### src/rtl/bsg_fsb_htif_scheduler_pkg.sv
// Ring packet layout shared with the FSB node, plus scheduler-local constants.
package bsg_fsb_pkg;

    typedef struct packed {
        logic [3:0]  srcid;
        logic [3:0]  destid;
        logic [0:0]  cmd;
        logic [6:0]  opcode;
        logic [63:0] data;
    } RingPacketType;

endpackage

package bsg_fsb_htif_scheduler_pkg;

    // cmd value carried by HTIF data packets; anything else is not ours
    localparam logic [0:0] CMD_DATA = 1'b0;

    // channel id lives in the low nibble of opcode
    localparam int unsigned CHAN_ID_WIDTH = 4;

    localparam int unsigned DROP_COUNT_WIDTH = 8;

    // index width that stays legal for a single-entry table
    function automatic int unsigned idx_width(input int unsigned n);
        return (n > 1) ? $clog2(n) : 1;
    endfunction

endpackage

### src/rtl/bsg_fsb_htif_scheduler_if.sv
// HTIF-side and FSB-side handshake bundle of the scheduler.
interface bsg_fsb_htif_scheduler_if #(
    parameter int unsigned num_chan_p   = 4,
    parameter int unsigned htif_width_p = 16,
    parameter int unsigned fsb_width_p  = 80
);

    logic [num_chan_p-1:0]              htif_v_i;
    logic [num_chan_p*htif_width_p-1:0] htif_data_i;
    logic [num_chan_p-1:0]              htif_ready_o;
    logic [num_chan_p-1:0]              htif_v_o;
    logic [htif_width_p-1:0]            htif_data_o;
    logic [num_chan_p-1:0]              htif_ready_i;
    logic                               fsb_v_o;
    logic [fsb_width_p-1:0]             fsb_data_o;
    logic                               fsb_yumi_i;
    logic                               fsb_v_i;
    logic [fsb_width_p-1:0]             fsb_data_i;
    logic                               fsb_ready_o;
    logic [7:0]                         drop_count_o;

    // scheduler side
    modport slave (
        input  htif_v_i, htif_data_i, htif_ready_i, fsb_yumi_i, fsb_v_i, fsb_data_i,
        output htif_ready_o, htif_v_o, htif_data_o, fsb_v_o, fsb_data_o, fsb_ready_o,
        drop_count_o
    );

    // hosts / ring node side
    modport master (
        output htif_v_i, htif_data_i, htif_ready_i, fsb_yumi_i, fsb_v_i, fsb_data_i,
        input  htif_ready_o, htif_v_o, htif_data_o, fsb_v_o, fsb_data_o, fsb_ready_o,
        drop_count_o
    );

endinterface

### src/rtl/bsg_fsb_htif_scheduler_credit.sv
// Per-channel outstanding-request credit counter, saturating at max_val_p.
module bsg_fsb_htif_scheduler_credit #(
    parameter  int unsigned max_val_p = 4,
    localparam int unsigned width_lp  = $clog2(max_val_p + 1)
) (
    input  logic                clk_i,
    input  logic                reset_n_i,
    input  logic                up_i,
    input  logic                down_i,
    output logic [width_lp-1:0] count_o
);

    localparam logic [width_lp-1:0] max_lp = width_lp'(max_val_p);
    localparam logic [width_lp-1:0] one_lp = width_lp'(1);

    logic [width_lp-1:0] count_q, count_d;

    // simultaneous up and down cancel; a response on a full counter is absorbed
    always_comb begin
        count_d = count_q;
        if (up_i && !down_i && (count_q != max_lp)) begin
            count_d = count_q + one_lp;
        end else if (down_i && !up_i && (count_q != '0)) begin
            count_d = count_q - one_lp;
        end
    end

    // counter register, full on reset
    always_ff @(posedge clk_i or negedge reset_n_i) begin
        if (!reset_n_i) begin
            count_q <= max_lp;
        end else begin
            count_q <= count_d;
        end
    end

    assign count_o = count_q;

endmodule

### src/rtl/bsg_fsb_htif_scheduler_rr_arb.sv
// Combinational round-robin arbiter; the pointer is owned by the caller.
module bsg_fsb_htif_scheduler_rr_arb
    import bsg_fsb_htif_scheduler_pkg::*;
#(
    parameter  int unsigned ways_p   = 4,
    localparam int unsigned idx_w_lp = idx_width(ways_p)
) (
    input  logic [ways_p-1:0]   reqs_i,
    input  logic [idx_w_lp-1:0] ptr_i,
    output logic [ways_p-1:0]   grants_o,
    output logic [idx_w_lp-1:0] tag_o,
    output logic                v_o
);

    // first requester at or above ptr_i wins, otherwise first one below it
    always_comb begin
        grants_o = '0;
        tag_o    = '0;
        v_o      = 1'b0;
        for (int unsigned i = 0; i < ways_p; i++) begin
            if (!v_o && (i >= 32'(ptr_i)) && reqs_i[i]) begin
                v_o         = 1'b1;
                grants_o[i] = 1'b1;
                tag_o       = i[idx_w_lp-1:0];
            end
        end
        for (int unsigned i = 0; i < ways_p; i++) begin
            if (!v_o && (i < 32'(ptr_i)) && reqs_i[i]) begin
                v_o         = 1'b1;
                grants_o[i] = 1'b1;
                tag_o       = i[idx_w_lp-1:0];
            end
        end
    end

endmodule

### src/rtl/bsg_fsb_htif_scheduler.sv
// Shares one FSB ring node among several HTIF channels: credit-limited
// round-robin transmit into a one-entry packet register, and channel-routed
// receive through a one-entry response register with drop counting.
module bsg_fsb_htif_scheduler
    import bsg_fsb_pkg::*;
    import bsg_fsb_htif_scheduler_pkg::*;
#(
    parameter int unsigned num_chan_p   = 4,
    parameter int unsigned htif_width_p = 16,
    parameter int unsigned credits_p    = 4,
    parameter logic [3:0]  destid_p     = 4'd0,
    parameter logic [3:0]  srcid_p      = 4'd0,
    parameter int unsigned fsb_width_p  = 80
) (
    input  logic                  clk_i,
    input  logic                  reset_n_i,
    bsg_fsb_htif_scheduler_if.slave io
);

    localparam int unsigned ptr_w_lp  = idx_width(num_chan_p);
    localparam int unsigned cred_w_lp = $clog2(credits_p + 1);
    localparam logic [ptr_w_lp-1:0] ptr_one_lp  = ptr_w_lp'(1);
    localparam logic [ptr_w_lp-1:0] ptr_last_lp = ptr_w_lp'(num_chan_p - 1);
    localparam logic [DROP_COUNT_WIDTH-1:0] drop_one_lp = DROP_COUNT_WIDTH'(1);

    logic [ptr_w_lp-1:0]          rr_q, rr_d;
    logic                         tx_v_q, tx_v_d;
    RingPacketType                tx_pkt_q, tx_pkt_d;
    logic                         rx_v_q, rx_v_d;
    logic [CHAN_ID_WIDTH-1:0]     rx_ch_q, rx_ch_d;
    logic [htif_width_p-1:0]      rx_data_q, rx_data_d;
    logic [DROP_COUNT_WIDTH-1:0]  drop_q, drop_d;

    logic [num_chan_p-1:0]        eligible, grant, deliver, htif_v_vec;
    logic [ptr_w_lp-1:0]          grant_idx;
    logic                         grant_v;
    logic [htif_width_p-1:0]      grant_word;
    logic [cred_w_lp-1:0]         credit [num_chan_p];
    logic                         tx_can_load;

    logic [fsb_width_p-1:0]       fsb_in, fsb_out;
    RingPacketType                rx_pkt;
    logic [CHAN_ID_WIDTH-1:0]     rx_pkt_ch;
    logic                         rx_routable, rx_accept, rx_deliver, fsb_ready;
    logic                         rx_pkt_unused;

    for (genvar i = 0; i < num_chan_p; i++) begin : g_credit
        bsg_fsb_htif_scheduler_credit #(
            .max_val_p(credits_p)
        ) u_credit (
            .clk_i    (clk_i),
            .reset_n_i(reset_n_i),
            .up_i     (deliver[i]),
            .down_i   (grant[i]),
            .count_o  (credit[i])
        );
    end

    bsg_fsb_htif_scheduler_rr_arb #(
        .ways_p(num_chan_p)
    ) u_arb (
        .reqs_i  (eligible),
        .ptr_i   (rr_q),
        .grants_o(grant),
        .tag_o   (grant_idx),
        .v_o     (grant_v)
    );

    assign tx_can_load = !tx_v_q || io.fsb_yumi_i;

    // per-channel TX eligibility, RX presentation and RX delivery
    always_comb begin
        eligible   = '0;
        htif_v_vec = '0;
        deliver    = '0;
        for (int unsigned i = 0; i < num_chan_p; i++) begin
            eligible[i]   = io.htif_v_i[i] && (credit[i] != '0) && tx_can_load;
            htif_v_vec[i] = rx_v_q && (rx_ch_q == i[CHAN_ID_WIDTH-1:0]);
            deliver[i]    = htif_v_vec[i] && io.htif_ready_i[i];
        end
    end

    // mux the granted channel's request word
    always_comb begin
        grant_word = '0;
        for (int unsigned i = 0; i < num_chan_p; i++) begin
            if (grant[i]) begin
                grant_word = io.htif_data_i[i*htif_width_p +: htif_width_p];
            end
        end
    end

    // TX register refill on grant (may coincide with yumi), drain on yumi; pointer follows grant
    always_comb begin
        tx_v_d   = tx_v_q;
        tx_pkt_d = tx_pkt_q;
        rr_d     = rr_q;
        if (grant_v) begin
            tx_v_d          = 1'b1;
            tx_pkt_d.srcid  = srcid_p;
            tx_pkt_d.destid = destid_p;
            tx_pkt_d.cmd    = CMD_DATA;
            tx_pkt_d.opcode = 7'(grant_idx);
            tx_pkt_d.data   = 64'(grant_word);
            rr_d            = (grant_idx == ptr_last_lp) ? '0 : grant_idx + ptr_one_lp;
        end else if (io.fsb_yumi_i) begin
            tx_v_d = 1'b0;
        end
    end

    assign fsb_in        = io.fsb_data_i;
    assign rx_pkt        = fsb_in;
    assign rx_pkt_unused = ^rx_pkt;
    assign rx_pkt_ch     = rx_pkt.opcode[CHAN_ID_WIDTH-1:0];
    assign rx_routable   = (rx_pkt.cmd == CMD_DATA) && (32'(rx_pkt_ch) < num_chan_p);
    assign rx_deliver    = |deliver;
    assign fsb_ready     = !rx_v_q || rx_deliver;
    assign rx_accept     = io.fsb_v_i && fsb_ready;

    // RX register load on a routable packet, clear on delivery
    always_comb begin
        rx_v_d    = rx_v_q;
        rx_ch_d   = rx_ch_q;
        rx_data_d = rx_data_q;
        if (rx_accept && rx_routable) begin
            rx_v_d    = 1'b1;
            rx_ch_d   = rx_pkt_ch;
            rx_data_d = rx_pkt.data[htif_width_p-1:0];
        end else if (rx_deliver) begin
            rx_v_d = 1'b0;
        end
    end

    // saturating count of consumed-but-unroutable packets
    always_comb begin
        drop_d = drop_q;
        if (rx_accept && !rx_routable && (drop_q != '1)) begin
            drop_d = drop_q + drop_one_lp;
        end
    end

    // state registers
    always_ff @(posedge clk_i or negedge reset_n_i) begin
        if (!reset_n_i) begin
            rr_q      <= '0;
            tx_v_q    <= 1'b0;
            tx_pkt_q  <= '0;
            rx_v_q    <= 1'b0;
            rx_ch_q   <= '0;
            rx_data_q <= '0;
            drop_q    <= '0;
        end else begin
            rr_q      <= rr_d;
            tx_v_q    <= tx_v_d;
            tx_pkt_q  <= tx_pkt_d;
            rx_v_q    <= rx_v_d;
            rx_ch_q   <= rx_ch_d;
            rx_data_q <= rx_data_d;
            drop_q    <= drop_d;
        end
    end

    assign fsb_out         = tx_pkt_q;
    assign io.fsb_data_o   = fsb_out;
    assign io.fsb_v_o      = tx_v_q;
    assign io.htif_ready_o = grant;
    assign io.htif_v_o     = htif_v_vec;
    assign io.htif_data_o  = rx_data_q;
    assign io.fsb_ready_o  = fsb_ready;
    assign io.drop_count_o = drop_q;

endmodule
### src/flat_wrapper.sv
// flat-port wrapper written by rule: the top's interface ports become plain ports
module bsg_fsb_htif_scheduler_flat import bsg_fsb_pkg::*; import bsg_fsb_htif_scheduler_pkg::*;
#(
    parameter int unsigned num_chan_p   = 4,
    parameter int unsigned htif_width_p = 16,
    parameter int unsigned credits_p    = 4,
    parameter logic [3:0]  destid_p     = 4'd0,
    parameter logic [3:0]  srcid_p      = 4'd0,
    parameter int unsigned fsb_width_p  = 80
)
  (clk_i, reset_n_i, io_htif_v_i, io_htif_data_i, io_htif_ready_i, io_fsb_yumi_i, io_fsb_v_i, io_fsb_data_i, io_htif_ready_o, io_htif_v_o, io_htif_data_o, io_fsb_v_o, io_fsb_data_o, io_fsb_ready_o, io_drop_count_o);
  bsg_fsb_htif_scheduler_if #(.num_chan_p(num_chan_p), .htif_width_p(htif_width_p), .fsb_width_p(fsb_width_p)) io_i ();
  input  logic clk_i;
  input  logic reset_n_i;
  input wire logic [$bits(io_i.htif_v_i)-1:0] io_htif_v_i;
  input wire logic [$bits(io_i.htif_data_i)-1:0] io_htif_data_i;
  input wire logic [$bits(io_i.htif_ready_i)-1:0] io_htif_ready_i;
  input wire logic [$bits(io_i.fsb_yumi_i)-1:0] io_fsb_yumi_i;
  input wire logic [$bits(io_i.fsb_v_i)-1:0] io_fsb_v_i;
  input wire logic [$bits(io_i.fsb_data_i)-1:0] io_fsb_data_i;
  output wire logic [$bits(io_i.htif_ready_o)-1:0] io_htif_ready_o;
  output wire logic [$bits(io_i.htif_v_o)-1:0] io_htif_v_o;
  output wire logic [$bits(io_i.htif_data_o)-1:0] io_htif_data_o;
  output wire logic [$bits(io_i.fsb_v_o)-1:0] io_fsb_v_o;
  output wire logic [$bits(io_i.fsb_data_o)-1:0] io_fsb_data_o;
  output wire logic [$bits(io_i.fsb_ready_o)-1:0] io_fsb_ready_o;
  output wire logic [$bits(io_i.drop_count_o)-1:0] io_drop_count_o;
  assign io_i.htif_v_i = io_htif_v_i;
  assign io_i.htif_data_i = io_htif_data_i;
  assign io_i.htif_ready_i = io_htif_ready_i;
  assign io_i.fsb_yumi_i = io_fsb_yumi_i;
  assign io_i.fsb_v_i = io_fsb_v_i;
  assign io_i.fsb_data_i = io_fsb_data_i;
  assign io_htif_ready_o = io_i.htif_ready_o;
  assign io_htif_v_o = io_i.htif_v_o;
  assign io_htif_data_o = io_i.htif_data_o;
  assign io_fsb_v_o = io_i.fsb_v_o;
  assign io_fsb_data_o = io_i.fsb_data_o;
  assign io_fsb_ready_o = io_i.fsb_ready_o;
  assign io_drop_count_o = io_i.drop_count_o;
  bsg_fsb_htif_scheduler #(.num_chan_p(num_chan_p), .htif_width_p(htif_width_p), .credits_p(credits_p), .destid_p(destid_p), .srcid_p(srcid_p), .fsb_width_p(fsb_width_p)) u_core (.clk_i(clk_i), .reset_n_i(reset_n_i), .io(io_i));
endmodule
### config.mk
export PLATFORM = sky130hd
export DESIGN_NAME = bsg_fsb_htif_scheduler_flat
export DESIGN_NICKNAME = d
export VERILOG_FILES = /design/src/rtl/bsg_fsb_htif_scheduler_pkg.sv /design/src/rtl/bsg_fsb_htif_scheduler_if.sv /design/src/rtl/bsg_fsb_htif_scheduler_credit.sv /design/src/rtl/bsg_fsb_htif_scheduler_rr_arb.sv /design/src/rtl/bsg_fsb_htif_scheduler.sv /design/src/flat_wrapper.sv
export SDC_FILE = /design/constraint.sdc
export NUM_CORES = 1
export LEC_CHECK = 0
export CAP_MARGIN = 20
export CORE_ASPECT_RATIO = 1.5
export CORE_MARGIN = 5
export CORE_UTILIZATION = 38
export CTS_BUF_LIST = sky130_fd_sc_hd__clkbuf_8
export DETAILED_ROUTE_END_ITERATION = 10
export PLACE_DENSITY = 0.84
export SETUP_SLACK_MARGIN = 0.3
export SYNTH_ARGS = -nofsm -noshare
export SYNTH_HDL_FRONTEND = slang
export SYNTH_HIERARCHICAL = 1
export SYNTH_SLANG_ARGS = --single-unit
### constraint.sdc
create_clock -name clk_i -period 3.5 [get_ports clk_i]
set_input_delay 0.7 -clock clk_i [delete_from_list [all_inputs] [get_ports clk_i]]
set_output_delay 0.7 -clock clk_i [all_outputs]
set_load 0.01 [all_outputs]
==> impl_metrics.sql, run 1 <==
INSERT INTO impl_metrics (metric_group, metric, value, unit) VALUES
('sta', 'minimum_setup_slack_in_the_final_design', '0.3440', 'ns'),
('sta', 'post-route-period-util', '90.17', '%'),
('sta', 'setup_viol', '0', ''),
('floorplanning', 'fp.dieW', '94.87', 'um'),
('synthesis', 'post_synth_top_area_share', '35.36', '%'),
('critical_path', 'crit_path_max_fanout', '5', ''),
('clock_tree', 'cts_max_path_buffers', '2', ''),
('synthesis', 'synth_edf_count', '0', ''),
('sta', 'whs', '0.4887', 'ns'),
('critical_path', 'cp_num_cells', '8', ''),
('clock_tree', 'path_clk_slew', '0.07', 'ns'),
('critical_path', 'critical_path_class', 'primary input to primary output', ''),
('placement', 'globalplace.congestion', '0.8260', ''),
('floorplanning', 'fp.dieArea', '13030', 'sq um'),
('floorplanning', 'initial_core_util', '38.76', '%'),
('clock_tree', 'hold_buffers', '0', ''),
('sta', 'grt_setup_unrepaired', 'true', ''),
('detailed_routing', 'routed-via-count', '3576', ''),
('hold_path', 'hold_path_depth', '1', ''),
('floorplanning', 'core_area', '10590', 'sq um'),
('synthesis', 'synthesis.yosys.warnings', '6', ''),
('critical_path', 'worst_r2r_path_depth', '9', ''),
('sta', 'top_achievable_clock_speed', '0.3169', 'GHz'),
('floorplanning', 'fp.dieH', '137.3', 'um'),
('detailed_routing', 'dr.first_iter.drc_count', '108', ''),
('finish', 'syn_to_final_growth', '42.00', '%'),
('finish', 'layout.cells.most_common', 'sky130_fd_sc_hd__clkdlybuf4s50_1', ''),
('sta', 'relSlewSlack', '38.47', '%'),
('synthesis', 'synth_async_sr_flop_share', '100.0', '%'),
('critical_path', 'arrival', '2.46', 'ns'),
('detailed_routing', 'antenna_violating_nets_post_route', '0', ''),
('floorplanning', 'row_count', '46', ''),
('placement', 'dp.cells', '706', ''),
('finish', 'post-route-util', '55.04', '%'),
('clock_tree', 'cts_tree', 'built', ''),
('global_routing', 'initial_antenna_violation_count', '0', ''),
('critical_path', 'critPathCaptureType', 'primary output', ''),
('critical_path', 'cp_num_buf_inv', '3', ''),
('power', 'power.static_leakage', '0.002507', 'uW'),
('finish', 'fillCellCount', '909', ''),
('detailed_routing', 'detail_route.vias_per_cell', '4.946', ''),
('global_routing', 'pin_count_of_the_biggest_net_entering_global_routing', '42', ''),
('synthesis', 'main_flop_type_after_synthesis', 'sky130_fd_sc_hd__dfrtp_1', ''),
('global_routing', 'vias_in_the_first_global_route', '3672', ''),
('outcome', 'run_status', 'completed', ''),
('global_routing', 'grt_first_pass_wirelength', '17880', 'um'),
('sta', 'period_minus_slack', '3.156', 'ns'),
('clock_tree', 'ctsRootBufferMaster', 'sky130_fd_sc_hd__clkbuf_8', ''),
('sta', 'worstMarginPinSlew', '0.9229', 'ns'),
('critical_path', 'cpPeakStageDelay', '0.46', 'ns'),
('sta', 'slew_viol_final', '0', ''),
('hold_path', 'min_path_type', 'flop to flop', ''),
('synthesis', 'synth.largest_area_cell', 'sky130_fd_sc_hd__dfrtp_1', ''),
('placement', 'post_placement_worst_setup_slack', '-0.2835', 'ns'),
('global_routing', 'globalRouteOverflowTotal', '0', ''),
('synthesis', 'synthCells', '416', ''),
('critical_path', 'crit_family', 'buffers and inverters', ''),
('critical_path', 'crit_path_cell_trace', 'clkdlybuf4s50_1 -> nand2b_4 -> o311a_4 -> o21ai_0 -> a22o_1 -> and2_4 -> buf_4 -> dlygate4sd2_1', ''),
('job', 'max_cap_violations', '0', ''),
('synthesis', 'synthDistinctLibCells', '50', ''),
('power', 'max-vdd-ir-drop', '0.3914', 'mV'),
('critical_path', 'worst_path_required', '2.80', 'ns'),
('finish', 'final-instance-count-excl-fill', '723', ''),
('synthesis', 'syn-mean-instance-area', '9.868', 'sq um'),
('finish', 'number_of_nets_in_the_layout', '736', ''),
('detailed_routing', 'routed_wire_length_per_instance', '15.73', 'um'),
('finish', 'most-common-layout-cells', 'sky130_fd_sc_hd__clkdlybuf4s50_1, sky130_fd_sc_hd__conb_1, sky130_fd_sc_hd__dfrtp_1', ''),
('sta', 'hold_fails_final_rpt', '0', ''),
('placement', 'hpwl', '8891', 'um'),
('floorplanning', 'i_o_pin_total', '270', ''),
('critical_path', 'cp-start-kind', 'primary input', '');
[layer usage]
layer / GRT usage, % / part of all wire (%)
met1: 19.45 / 36
met2: 31.93 / 54
met3: 4.262 / 8.3
met4: 6.340 / 1.5
met5: 0 / 0
[area by class of cell]
| type | count | area (sq um) | area share, % |
|---|---|---|---|
| timing repair buffer | 167 | 1615 | 27.71 |
| clock inverter | 5 | 50.05 | 0.8586 |
| sequential | 62 | 1556 | 26.70 |
| inverter | 5 | 18.77 | 0.3220 |
| tap | 144 | 180.2 | 3.091 |
| multi-input combinational | 329 | 2257 | 38.72 |
| clock buffer | 11 | 151.4 | 2.597 |
[flip-flops by register name, summed over array words and instances, names as in the netlist]
| signal | count |
|---|---|
| u_core/io.fsb_data_o | 18 |
| u_core/io.htif_data_o | 16 |
| u_core/g_credit.u_credit/count_o | 12 |
| u_core/io.drop_count_o | 8 |
| u_core/rx_ch_q | 4 |
| u_core/rr_q | 2 |
| u_core/io.fsb_v_o | 1 |
| u_core/rx_v_q | 1 |
[stage by stage]
| step | TNS (ns) | instance area, sq um |
|---|---|---|
| 2_1_floorplan | 0 | 4334 |
| 3_3_place_gp | -2.157 | 5567 |
| 3_5_place_dp | -4.030 | 5567 |
| 4_1_cts | 0 | 5808 |
| 5_1_grt | 0 | 5829 |
| 6_report | 0 | 5829 |
[cells in the mapped netlist (7+ instances only)]
master	number
sky130_fd_sc_hd__nand2_1	11
sky130_fd_sc_hd__nand2b_1	10
sky130_fd_sc_hd__dfrtp_1	58
sky130_fd_sc_hd__a21oi_1	38
sky130_fd_sc_hd__nor3_1	21
sky130_fd_sc_hd__nand3b_1	9
sky130_fd_sc_hd__xnor2_1	8
sky130_fd_sc_hd__a221oi_1	15
sky130_fd_sc_hd__nor2b_1	16
sky130_fd_sc_hd__buf_4	62
sky130_fd_sc_hd__o21ai_0	7
sky130_fd_sc_hd__mux2i_1	10
sky130_fd_sc_hd__clkbuf_1	13
sky130_fd_sc_hd__mux2_2	8
sky130_fd_sc_hd__nor2_1	33
sky130_fd_sc_hd__mux2_4	17
[path summary, 6_finish.rpt]
check / to / startpoint / slack [ns]
min in group asynchronous: u_core/io.htif_data_o[1]$_DFFE_PN0P_ / reset_n_i / 0.50
max in group asynchronous: u_core/g_credit[1].u_credit/count_o[2]$_DFFE_PN1P_ / reset_n_i / 2.10
hold / removal: u_core/io.fsb_data_o[13]$_DFFE_PN0P_ / u_core/io.fsb_data_o[13]$_DFFE_PN0P_ / 0.49
hold reg to reg: u_core/io.fsb_data_o[13]$_DFFE_PN0P_ / u_core/io.fsb_data_o[13]$_DFFE_PN0P_ / 0.49
setup / recovery: io_htif_ready_o[0] / io_fsb_yumi_i / 0.34
setup reg to reg: u_core/io.fsb_data_o[15]$_DFFE_PN0P_ / u_core/g_credit[2].u_credit/count_o[1]$_DFFE_PN0P_ / 0.78
[where the power goes]
part | total, uW | internal (uW) | switching [uW] | leakage (uW)
registers | 1330 | 1020 | 307 | 0.000749
logic | 2240 | 1190 | 1050 | 0.00165
clock network | 640 | 361 | 278 | 0.000108
[kinds of logic after synthesis]
logic type,Yosys count,synth area share [%]
multiplexers,35,10.85
other,1,0.09135
flip-flops,62,37.92
XOR/XNOR,13,2.774
adder cells (fa/ha/maj),6,2.560
AND/OR/NAND/NOR,130,17.59
buffers and inverters,86,14.17
AO/OA/AOI/OAI,83,14.05
[timing repair]
action / in CTS / in global routing
endpoints found under the hold margin: 0 / 0
endpoints found under the setup margin: 22 / 6
pin swaps: 3 / 1
resized for setup: 11 / 3
buffers inserted: 0 / 1
[worst reg2reg max path: cells and delay by family (launching register included)]
kind / cells / cell delay, ns
AO/OA/AOI/OAI: 6 / 1.20
AND/OR/NAND/NOR: 3 / 1.00
flip-flops: 1 / 0.46
No activity file was read; power rests on OpenSTA's default activity.
==> run 2: changes to the inputs <==
--- a/config.mk
+++ b/config.mk
@@ -8,10 +8,10 @@
 export CAP_MARGIN = 20
 export CORE_ASPECT_RATIO = 1.5
 export CORE_MARGIN = 5
-export CORE_UTILIZATION = 38
+export CORE_UTILIZATION = 34
 export CTS_BUF_LIST = sky130_fd_sc_hd__clkbuf_8
 export DETAILED_ROUTE_END_ITERATION = 10
-export PLACE_DENSITY = 0.84
+export PLACE_DENSITY = 0.77
 export SETUP_SLACK_MARGIN = 0.3
 export SYNTH_ARGS = -nofsm -noshare
 export SYNTH_HDL_FRONTEND = slang
==> impl_metrics.sql, run 2 (synthesis gave the netlist of run 1 again) <==
INSERT INTO impl_metrics (metric_group, metric, value, unit) VALUES
('outcome', 'run_status', 'completed', ''),
('finish', 'layout.cells.most_common', 'sky130_fd_sc_hd__clkdlybuf4s50_1', ''),
('finish', 'syn_to_final_growth', '44.71', '%'),
('critical_path', 'crit_family', 'simple AND/OR/NAND/NOR gates', ''),
('sta', 'post-route-period-util', '90.09', '%'),
('placement', 'port_buffers', '148', ''),
('clock_tree', 'cts-htree-levels', '3', ''),
('detailed_routing', 'dr.first_iter.drc_count', '142', ''),
('sta', 'skew', '0.01261', 'ns'),
('sta', 'worstMarginPinSlew', '0.5854', 'ns'),
('placement', 'placedInstanceArea', '5653', 'sq um'),
('critical_path', 'r2r-end', 'u_core/g_credit[2].u_credit/count_o[2]$_DFFE_PN1P_', ''),
('global_routing', 'pin_count_of_the_biggest_net_entering_global_routing', '33', ''),
('finish', 'largest_reg_flops', '18', ''),
('power', 'power_density', '719.3', 'nW/um^2'),
('critical_path', 'critPathCaptureType', 'flop', ''),
('floorplanning', 'fp.dieW', '99.72', 'um'),
('critical_path', 'worst_r2r_startpoint', 'u_core/g_credit[2].u_credit/count_o[1]$_DFFE_PN0P_', ''),
('global_routing', 'grt_first_pass_wirelength', '17530', 'um'),
('finish', 'final-instance-count-excl-fill', '744', ''),
('critical_path', 'critical_path_class', 'primary input to flop', ''),
('finish', 'most-common-layout-cells', 'sky130_fd_sc_hd__clkdlybuf4s50_1, sky130_fd_sc_hd__conb_1, sky130_fd_sc_hd__dfrtp_1', ''),
('critical_path', 'arrival', '3.42', 'ns'),
('placement', 'dp.cells', '725', ''),
('critical_path', 'worst_setup_path_endpoint', 'u_core/g_credit[3].u_credit/count_o[2]$_DFFE_PN1P_', ''),
('critical_path', 'cp-start-kind', 'primary input', ''),
('global_routing', 'initial_antenna_violation_count', '0', ''),
('detailed_routing', 'routed_wire_length_per_instance', '15.03', 'um'),
('global_routing', 'grt_use_met3', '4.633', '%'),
('clock_tree', 'worstSkewPairLatency', '0.34', 'ns'),
('finish', 'number_of_nets_in_the_layout', '748', ''),
('global_routing', 'grtUsageTotal', '15.16', '%'),
('detailed_routing', 'detail_route.vias_per_cell', '4.815', ''),
('detailed_routing', 'drt_wl_total', '11190', 'um'),
('global_routing', 'globalRouteOverflowTotal', '0', ''),
('critical_path', 'crit_start', 'io_fsb_yumi_i', ''),
('sta', 'setup_viol', '0', ''),
('placement', 'hpwl', '8816', 'um'),
('floorplanning', 'fp.dieArea', '14420', 'sq um'),
('sta', 'grt_setup_unrepaired', 'true', ''),
('floorplanning', 'i_o_pin_total', '270', ''),
('hold_path', 'min_path_type', 'primary input to async pin', ''),
('global_routing', 'top_usage_layer', 'met2', ''),
('global_routing', 'global_route.usage.met2', '27.75', '%'),
('critical_path', 'crit_path_max_fanout', '6', ''),
('global_routing', 'vias_in_the_first_global_route', '3684', ''),
('detailed_routing', 'antenna_violating_nets_post_route', '0', ''),
('sta', 'slew_viol_final', '0', ''),
('clock_tree', 'cts_tree', 'built', ''),
('finish', 'finish.instance_area', '5941', 'sq um'),
('clock_tree', 'ctsRootBufferMaster', 'sky130_fd_sc_hd__clkbuf_8', ''),
('clock_tree', 'cts_max_path_buffers', '2', ''),
('sta', 'period_minus_slack', '3.153', 'ns'),
('floorplanning', 'row_count', '49', ''),
('placement', 'globalplace.congestion', '0.8249', ''),
('clock_tree', 'numCtsBuffers', '9', ''),
('global_routing', 'met1_usage', '16.54', '%'),
('floorplanning', 'initial_core_util', '34.52', '%'),
('finish', 'diodes', '0', ''),
('job', 'max_cap_violations', '0', ''),
('sta', 'hold_fails_final_rpt', '0', ''),
('detailed_routing', 'drcViolationCount', '0', ''),
('critical_path', 'cpPeakStageDelay', '0.46', 'ns'),
('power', 'max-vdd-ir-drop', '0.4107', 'mV'),
('critical_path', 'timing.critical_path.slowest_stage_cell', 'sky130_fd_sc_hd__clkdlybuf4s50_1', ''),
('sta', 'relSlewSlack', '60.97', '%'),
('sta', 'whs', '0.3497', 'ns'),
('critical_path', 'cp_num_cells', '12', ''),
('critical_path', 'crit_path_cell_trace', 'clkdlybuf4s50_1 -> nand2b_4 -> o311a_4 -> buf_4 -> a21oi_1 -> o221a_2 -> buf_4 -> nand3b_1 -> fa_2 -> nand2b_1 -> or4_1 -> o211ai_1', ''),
('clock_tree', 'tritoncts_num_sinks', '62', ''),
('power', 'power', '4273', 'uW'),
('clock_tree', 'path_clk_slew', '0.08', 'ns'),
('power', 'power.static_leakage', '0.002575', 'uW'),
('floorplanning', 'fp.dieH', '144.6', 'um'),
('critical_path', 'reg_to_reg_slack_setup', '0.61', 'ns'),
('sta', 'top_achievable_clock_speed', '0.3171', 'GHz'),
('critical_path', 'worst_r2r_path_depth', '11', ''),
('critical_path', 'cp_num_buf_inv', '3', ''),
('detailed_routing', 'drt-pass1-iter-count', '4', ''),
('critical_path', 'worst_path_required', '3.77', 'ns'),
('floorplanning', 'core_area', '11890', 'sq um'),
('finish', 'drive_above_1_share', '15.91', '%'),
('critical_path', 'crit_top_cell', 'sky130_fd_sc_hd__buf_4', ''),
('detailed_routing', 'routed-via-count', '3582', '');
[run 2: per-stage QoR]
step	setup slack (ns)	TNS, ns	utilization, %
after floorplan	0.3836	0	-
after global placement	-0.08838	-0.2099	47.53
after detailed placement	-0.1159	-0.5649	47.53
after CTS	0.1520	0	49.52
after global routing	0.2600	0	49.95
final	0.3467	0	49.95
[run 2: power breakdown]
part / leakage, uW / total [uW] / internal (uW) / switching, uW
Clock: 0.000100 / 652 / 353 / 299
Combinational: 0.00173 / 2290 / 1240 / 1050
Sequential: 0.000749 / 1330 / 1020 / 309
[run 2: worst min path at each step]
stage / end / slack [ns]
final: u_core/io.htif_data_o[1]$_DFFE_PN0P_ / 0.35
after global routing: u_core/io.htif_data_o[1]$_DFFE_PN0P_ / 0.38
after CTS: u_core/io.htif_data_o[1]$_DFFE_PN0P_ / 0.36
after detailed placement: u_core/io.fsb_data_o[13]$_DFFE_PN0P_ / 0.47
after global placement: u_core/io.fsb_data_o[13]$_DFFE_PN0P_ / 0.46
after floorplan: u_core/g_credit[0].u_credit/count_o[0]$_DFFE_PN0P_ / 0.40
[run 2: area by class of cell]
cell class                 instances  area (sq um)
tap                              153         191.4
sequential                        62          1556
multi-input combinational        329          2258
inverter                           5         18.77
clock inverter                     6         70.07
fill                            1088          5953
clock buffer                      10         137.6
timing repair buffer             179          1708
[run 2: worst reg2reg max path: cells and delay by family, from the launching register on]
family / cells / cell delay [ns]
and+or+nand+nor: 3 / 0.72
adders and majority gates: 1 / 0.39
DFF: 1 / 0.46
buffers and inverters: 4 / 0.54
AOI/OAI and AO/OA: 3 / 0.71
[run 2: per-layer routing]
| layer | part of all wire (%) | vias up |
|---|---|---|
| met5 | 0 | - |
| met4 | 1.3 | 0 |
| met3 | 8.6 | 12 |
| met2 | 52 | 172 |
| met1 | 38 | 1691 |
| li1 | - | 1707 |
[run 2: repair_timing]
item                       in CTS  in global routing
pin swaps                       2                  0
gates resized for setup         7                  7
setup endpoints to repair       7                 15
buffers inserted                2                  1
hold buffers                    0                  0
